File: src/rtl/param_fifo.sv
// Synchronous single-clock FIFO with wrap-bit pointers, registered status flags,
// selectable registered or first-word-fall-through read data, and sticky error flags.
module param_fifo #(
    parameter int unsigned WIDTH    = 8,
    parameter int unsigned DEPTH    = 8,
    parameter int unsigned AF_LEVEL = DEPTH - 1,
    parameter int unsigned AE_LEVEL = 1,
    parameter int unsigned FWFT     = 0
) (
    input  logic                     clk_i,
    input  logic                     reset_i,
    input  logic [WIDTH-1:0]         din_i,
    input  logic                     wr_en_i,
    input  logic                     rd_en_i,
    input  logic                     clr_err_i,
    output logic [WIDTH-1:0]         dout_o,
    output logic                     full_o,
    output logic                     empty_o,
    output logic                     almost_full_o,
    output logic                     almost_empty_o,
    output logic [$clog2(DEPTH):0]   count_o,
    output logic                     overflow_o,
    output logic                     underflow_o
);

    localparam int unsigned AW = $clog2(DEPTH);
    localparam logic [AW:0] AF_THR = (AW+1)'(AF_LEVEL);
    localparam logic [AW:0] AE_THR = (AW+1)'(AE_LEVEL);

    logic [WIDTH-1:0] mem_q [DEPTH];

    logic [AW:0]      wr_ptr_q, wr_ptr_d;
    logic [AW:0]      rd_ptr_q, rd_ptr_d;
    logic [AW:0]      count_q, count_d;
    logic             full_q, full_d;
    logic             empty_q, empty_d;
    logic             af_q, af_d;
    logic             ae_q, ae_d;
    logic             ovf_q, ovf_d;
    logic             udf_q, udf_d;
    logic [WIDTH-1:0] dout_q, dout_d;
    logic             wr_acc;
    logic             rd_acc;
    logic [AW-1:0]    head_addr;

    always_comb begin
        wr_acc    = wr_en_i & ~full_q;
        rd_acc    = rd_en_i & ~empty_q;
        wr_ptr_d  = wr_ptr_q + (AW+1)'(wr_acc);
        rd_ptr_d  = rd_ptr_q + (AW+1)'(rd_acc);
        count_d   = wr_ptr_d - rd_ptr_d;
        empty_d   = (wr_ptr_d == rd_ptr_d);
        full_d    = (wr_ptr_d[AW-1:0] == rd_ptr_d[AW-1:0]) && (wr_ptr_d[AW] != rd_ptr_d[AW]);
        af_d      = (count_d >= AF_THR);
        ae_d      = (count_d <= AE_THR);
        // Set takes priority over clear.
        ovf_d     = (ovf_q & ~clr_err_i) | (wr_en_i & full_q);
        udf_d     = (udf_q & ~clr_err_i) | (rd_en_i & empty_q);
        head_addr = rd_ptr_d[AW-1:0];
        dout_d    = dout_q;
        if (FWFT != 0) begin
            // The new head is the word being written when it lands in an empty FIFO.
            if (wr_acc || rd_acc) begin
                if (wr_acc && (wr_ptr_q == rd_ptr_d)) begin
                    dout_d = din_i;
                end else begin
                    dout_d = mem_q[head_addr];
                end
            end
        end else if (rd_acc) begin
            dout_d = mem_q[rd_ptr_q[AW-1:0]];
        end
    end

    always_ff @(posedge clk_i) begin
        if (wr_acc) begin
            mem_q[wr_ptr_q[AW-1:0]] <= din_i;
        end
    end

    always_ff @(posedge clk_i or posedge reset_i) begin
        if (reset_i) begin
            wr_ptr_q <= '0;
            rd_ptr_q <= '0;
            count_q  <= '0;
            full_q   <= 1'b0;
            empty_q  <= 1'b1;
            af_q     <= 1'b0;
            ae_q     <= 1'b1;
            ovf_q    <= 1'b0;
            udf_q    <= 1'b0;
            dout_q   <= '0;
        end else begin
            wr_ptr_q <= wr_ptr_d;
            rd_ptr_q <= rd_ptr_d;
            count_q  <= count_d;
            full_q   <= full_d;
            empty_q  <= empty_d;
            af_q     <= af_d;
            ae_q     <= ae_d;
            ovf_q    <= ovf_d;
            udf_q    <= udf_d;
            dout_q   <= dout_d;
        end
    end

    assign dout_o         = dout_q;
    assign full_o         = full_q;
    assign empty_o        = empty_q;
    assign almost_full_o  = af_q;
    assign almost_empty_o = ae_q;
    assign count_o        = count_q;
    assign overflow_o     = ovf_q;
    assign underflow_o    = udf_q;

endmodule

File: config.mk
export PLATFORM = sky130hd
export DESIGN_NAME = param_fifo
export DESIGN_NICKNAME = d
export VERILOG_FILES = /design/src/rtl/param_fifo.sv
export SDC_FILE = /design/constraint.sdc
export NUM_CORES = 1
export LEC_CHECK = 0
export BUFFER_PORTS_ARGS = -buffer_cell sky130_fd_sc_hd__clkbuf_2
export CORE_MARGIN = 2
export CORE_UTILIZATION = 40
export CTS_CLUSTER_SIZE = 20
export DETAILED_ROUTE_END_ITERATION = 8
export PLACE_DENSITY_LB_ADDON = 0.3
export SLEW_MARGIN = 25
export SYNTH_ARGS = -nofsm -noshare
export SYNTH_HDL_FRONTEND = slang
export SYNTH_SLANG_ARGS = --single-unit
File: constraint.sdc
create_clock -name clk_i -period 3.75 [get_ports clk_i]
set_input_delay 0.5625 -clock clk_i [delete_from_list [all_inputs] [get_ports clk_i]]
set_output_delay 0.5625 -clock clk_i [all_outputs]
set_load 0.02 [all_outputs]
==> run metrics, run 1 <==
H-tree lvl count 3; CTS Buf Count 9; Setup WS post-layout 908 ps; core area 8680 um^2; Starting Density 41.0%; NumNets Final 249; share of cells above drive strength 1 32.5%; Fmax 352 MHz; crit end category flop; first-pass GRT wire length 9440 um; IO Port Bufs 30; Slew @ Worst Pin 906 ps; Worst-path clk slew 100 ps; DRC 0; CTS resizes 0; GRT Total Usage 13.5%; synth unique cells 29; Setup Buffers After CTS 0; DPL Wire Length 3700 um; Initial DRC Count 140; clk sinks 90; vias per cell 4.87; skew final 15.5 ps; crit path DAT 3100 ps; fin crit share 75.8%; routed wire length per instance 16.8 um; Ports 31; largest net degree at the start of global routing 27; Max VDD drop 0.328 mV; post-synthesis sequential area ratio 72.4%; FF+latch count, synth 90; status complete, no violations; Psw 0.00116 W; n_diodes 0; Switching Fraction 34.5%; Seq pwr share 42.7%; r2r worst-path depth 10; Post-Syn Instances 192; Leak 1.51 nW; Worst-Skew Late Latency 360 ps; cell taking the most area after synthesis edfxtp_1; Pre-Repair DR Iteration Count 4; ANT nets after route 0; PwrDens 838 nW/um^2; Area Overhead vs Synth 13.2%; die width 98.3 um; worst-case clock buffer depth 2; die height 98.3 um; final setup vio count 0; CTS tree built; top cells by area, synth edfxtp_1 54%, dfrtp_1 17%, mux4_2 10%; Worst Path Required 4010 ps; Yosys top cell area share 54.1%; Setup TNS Final 0 ps; num rows 34; hold crit path type in -> async; critical path class reg -> reg; hold_buf cts 0; syn_area_per_cell 18.5 um^2; via count 1667; final hold violation count 0; global route overflow 0; dpl ws 841 ps; Overall Power 0.00337 W; RSZ-0062 raised after global routing no; WL final 5750 um; die area 9660 um^2; Comb power frac 37.8%; YS warnings 0; GP Congestion 0.705; vias in the first global route 1695; Synth Cell Area 3550 um^2; Clock Tree Root clkbuf_8; Clock power frac 19.5%; number of maximum-capacitance violations 0; CP startpoint kind flop; syn nets 212; Slew headroom 39.4%; Worst Path Max Fanout 17; Pint 0.00221 W; Final Slew Violations 0; antenna violations before repair 0; Final min period 2840 ps
-- area by class of cell --
cell class                 count  area [um^2]
clock inverter                 6         72.6
sequential                    90         2570
tap                          108          135
clock buffer                  10          128
multi-input combinational     84          903
inverter                      12         45.0
fill                         755         4650
timing repair buffer          32          165
-- worst paths after layout --
kind                            startpoint            end  slack (ps)
worst max-delay path               empty_o  almost_full_o         910
worst min-delay path               reset_i    rd_ptr_q[3]         210
worst max register to register     empty_o  almost_full_o         910
worst min register to register   dout_o[3]      dout_o[3]         490
max in group asynchronous          reset_i    wr_ptr_q[0]        3170
min in group clk_i               clr_err_i     overflow_o         400
-- cell usage in the layout (no fill, tap or decap), types with 3 or more instances in the layout --
cell type | netlist | final
clkbuf_2 | 0 | 30
clkbuf_8 | 0 | 9
dfrtp_1 | 24 | 24
edfxtp_1 | 64 | 64
ha_1 | 6 | 6
inv_1 | 12 | 11
mux2i_1 | 8 | 8
mux4_2 | 16 | 16
nand2_1 | 13 | 13
nand2b_1 | 3 | 3
nor2_1 | 8 | 8
o21ai_1 | 8 | 8
xnor2_1 | 3 | 3
-- critical path, cell delays in order, from the launching register on --
cell and delay (ps):
dfstp_2 550, nand2b_1 450, inv_1 90, ha_1 230
ha_1 300, inv_1 80, ha_1 300, a21oi_1 70
maj3_2 330, xnor2_2 150, a31o_1 180
-- logic make-up (layout without fill, tap and decap cells) --
family | Yosys count | count (layout) | synth area share, %
AND/OR/NAND/NOR | 32 | 32 | 4.29
flip-flops | 90 | 90 | 72.4
XOR/XNOR | 8 | 8 | 3.66
buffers and inverters | 18 | 60 | 2.43
multiplexers | 24 | 24 | 12.4
AO/OA/AOI/OAI | 12 | 12 | 1.80
adder cells (fa/ha/maj) | 8 | 8 | 2.99
-- Yosys cell counts --
| master | number |
|---|---|
| clkbuf_1 | 1 |
| xnor2_4 | 1 |
| xnor2_1 | 3 |
| a31o_1 | 1 |
| nand2b_1 | 3 |
| dfrtp_1 | 24 |
| fa_1 | 1 |
| nand2_1 | 13 |
| a21oi_1 | 1 |
| xor2_4 | 1 |
| o21ai_0 | 2 |
| o21ai_1 | 8 |
| edfxtp_1 | 64 |
| mux2i_1 | 8 |
| xnor2_2 | 1 |
| or2_1 | 1 |
| mux4_2 | 16 |
| nor3_1 | 3 |
| or2b_1 | 1 |
| dfstp_2 | 2 |
| ha_1 | 6 |
| buf_2 | 3 |
| nor2b_1 | 1 |
| maj3_2 | 1 |
| inv_1 | 12 |
| nor2_1 | 8 |
| xor2_2 | 2 |
| nand3_2 | 2 |
| buf_6 | 2 |
-- per-stage QoR --
step / instance area, um^2 / hold WS (ps) / std cells / util, %
after floorplan: 3550 / 494 / 192 / -
after global placement: 3820 / 469 / 326 / 44.1
after detailed placement: 3820 / 475 / 326 / 44.1
after CTS: 4020 / 376 / 342 / 46.4
after global routing: 4020 / 244 / 342 / 46.4
final: 4020 / 213 / 342 / 46.4
-- sequential cells by signal, summed over array words and instances (netlist names) --
signal	flops
wr_ptr_q	4
underflow_o	1
rd_ptr_q	4
empty_o	1
mem_q	64
almost_full_o	1
dout_o	8
count_o	4
almost_empty_o	1
overflow_o	1
full_o	1
-- layer usage --
metal  track usage, %  wire length, um  vias up
met5                0                0        -
met4             5.90              114        0
met3             4.58              208        7
met2             20.5             2800       40
met1             17.9             2620      836
li1                 -                -      784
-- power by group through the flow --
stage	combinational, W	sequential [W]	clock (W)
4_1_cts	0.00130	0.00145	0.000681
3_3_place_gp	0.00128	0.00146	0
3_5_place_dp	0.00130	0.00147	0
2_1_floorplan	0.000932	0.00151	0
5_1_grt	0.00142	0.00146	0.000726
6_report	0.00127	0.00144	0.000659
No activity file was read; power rests on OpenSTA's default activity.
==> inputs of run 2 (changes only) <==
- ABC_AREA: default -> 1
- clock period: 3.75 -> 2.75 ns (I/O delays scaled with it)
==> run 2 against run 1 <==
Cell area increased by 5.9%. Register-to-register slack got worse by 290 ps. Clock power increased by 34%. Sequential cell count unchanged. Combinational power grew 55%. Non-clock buffer count is 10 higher. Synthesized cell count up 74%. Critical path depth is the same. Hold slack worse by 150 ps. Area after synthesis up 6.4%. Die area rose by 6.1%. Critical path type unchanged. Largest cell class unchanged. Largest power group is now combinational cells.
==> run metrics, run 2 <==
status complete, no violations; Slew headroom 64.8% (+25 points); GRT Total Usage 15.8% (+2.3 points); H-tree lvl count 3 (unchanged); most common cell after layout, fill and taps aside nand2_1; Starting Density 41.1% (+0.17 points); CP startpoint kind flop; Yosys top cell area share 50.8% (-3.3 points); Fillers 825 (+9.3%); via count 2435 (+46%); crit path DAT 2370 ps (-730 ps); hold crit path type in -> async; Post-synth EDFFs 64 (unchanged); first-pass GRT wire length 11900 um (+26%); final hold violation count 0 (unchanged); Slew @ Worst Pin 527 ps (-379 ps); largest net degree at the start of global routing 35 (+30%); Worst Path Required 2990 ps (-1020 ps); Worst-path clk slew 80 ps (-20 ps); Setup TNS Final 0 ps (unchanged); r2r worst-path depth 10 (unchanged); critical path class reg -> reg; Setup Buffers After CTS 0 (unchanged); Worst-Skew Late Latency 360 ps (about the same); global route overflow 0 (unchanged); r2r endpoint almost_full_o; Critical Path Sink almost_full_o; ys async rst share 28.9% (unchanged); final hold slack 64.1 ps (-149 ps); Final Util 46.4% (about the same); Area Overhead vs Synth 12.7%; num rows 35 (+2.9%); most frequent cells in the layout 89 x nand2_1, 64 x edfxtp_1, 39 x nor2_1, 30 x clkbuf_2, 24 x dfrtp_1; core area 9200 um^2 (+6.0%); syn nets 354 (+67%); post-synthesis sequential area ratio 68.1% (-4.4 points); number of maximum-capacitance violations 0 (unchanged); Critical Path Source empty_o; die height 101 um (+3.0%); share of cells above drive strength 1 19.7% (-13 points); ANT nets after route 0 (unchanged); Clock Tree Root clkbuf_8; Post-Layout Inst Area 4260 um^2 (+5.9%); DRC 0 (unchanged); top cells by area, synth edfxtp_1 51%, dfrtp_1 16%, nand2_1 8.8%; CTS tree built; clk sinks 90 (unchanged); Post-Syn Instances 334 (+74%); antenna violations before repair 0 (unchanged); Initial DRC Count 102 (-27%); RSZ-0062 raised after global routing no; syn_area_per_cell 11.3 um^2 (-39%); CTS resizes 0 (unchanged); YS warnings 0 (unchanged); WL final 7500 um (+31%); skew final 13.3 ps (-2.25 ps); n_diodes 0 (unchanged); GP Congestion 0.784 (+11%); worst-case clock buffer depth 2 (unchanged); die area 10200 um^2 (+6.1%); hold_buf cts 0 (unchanged); area of placed instances 4080 um^2 (+6.6%); flip-flop count of the largest register after layout 64 (unchanged); fin crit share 77.5% (+1.7 points); Final Slew Violations 0 (unchanged); routed wire length per instance 15.2 um (-9.2%); Fmax 469 MHz (+33%); Worst Path Max Fanout 4 (-13); Pre-Repair DR Iteration Count 4 (unchanged); CTS Buf Count 9 (unchanged); NumNets Final 396 (+59%); crit end category flop; Synth Flop Type edfxtp_1; reg2reg setup slack 620 ps (-290 ps); Max VDD drop 0.322 mV (-1.6%); count leader, synth nand2_1; Final min period 2130 ps (-711 ps); die width 101 um (+3.0%); cell taking the most area after synthesis edfxtp_1; vias in the first global route 2235 (+32%); PwrDens 1130 nW/um^2 (+35%); vias per cell 4.95 (+1.5%); Synth Cell Area 3780 um^2 (+6.4%); IO Port Bufs 30 (unchanged); Ports 31 (unchanged); final setup vio count 0 (unchanged); FF+latch count, synth 90 (unchanged); top post-synthesis cells by count 89 x nand2_1, 64 x edfxtp_1, 39 x nor2_1; synth unique cells 30 (+3.4%); FF-to-FF Start empty_o; Leak 1.78 nW (+18%); Overall Power 0.00480 W (+43%); DPL Wire Length 4950 um (+34%)
-- run 2: how the worst min path moves through the flow --
stage / end / start / slack, ps
final: dout_o[0] / reset_i / 60
after global routing: wr_ptr_q[3] / reset_i / 100
after CTS: overflow_o / clr_err_i / 230
after detailed placement: dout_o[5] / dout_o[5] / 470
after global placement: dout_o[4] / dout_o[4] / 460
after floorplan: almost_full_o / reset_i / 450
-- run 2: metal layers --
layer,track usage [%],share of wire (%),vias up,routed length (um)
met5,0,0,-,0
met4,5.93,1.8,0,133
met3,4.14,4.4,9,333
met2,23.5,45,63,3410
met1,22.5,48,1148,3630
li1,-,-,1215,-
-- run 2: cell type report --
cell class	instances	area [um^2]	area share (%)
Sequential cell	90	2570	60.4
Multi-Input combinational cell	210	1020	24.0
Timing Repair Buffer	42	240	5.64
Tap cell	111	139	3.26
Clock buffer	12	135	3.17
Inverter	23	98.8	2.32
Clock inverter	4	52.6	1.23
-- run 2: critical path, cell delays in order, from the launching register on --
cell     delay, ps
dfstp_2        550
nor2_2          50
ha_1           220
ha_1           310
inv_1           70
ha_1           310
a21o_1         210
nand2_1         70
nand2_1         50
nand2_2         80
nand3_1         90
-- run 2: cell families (layout without fill, tap and decap cells) --
kind of cell,after synthesis,after routing,synth area share (%)
simple gates,159,159,18.0
flops,90,90,68.1
fa+ha+maj,7,7,2.51
buf+inv,34,81,4.90
compound gates,44,44,6.52
-- run 2: metrics by stage --
stage	std cells	setup WS, ps
after floorplan	334	614
after global placement	476	647
after detailed placement	476	572
after CTS	492	598
after global routing	492	440
final	492	619
-- run 2: power breakdown --
group / total, W / internal [W] / switching [W] / leakage [nW]
Sequential: 0.00195 / 0.00179 / 0.000166 / 0.895
Combinational: 0.00197 / 0.000648 / 0.00132 / 0.793
Clock: 0.000880 / 0.000425 / 0.000455 / 0.0902
Total: 0.00480 / 0.00286 / 0.00194 / 1.78
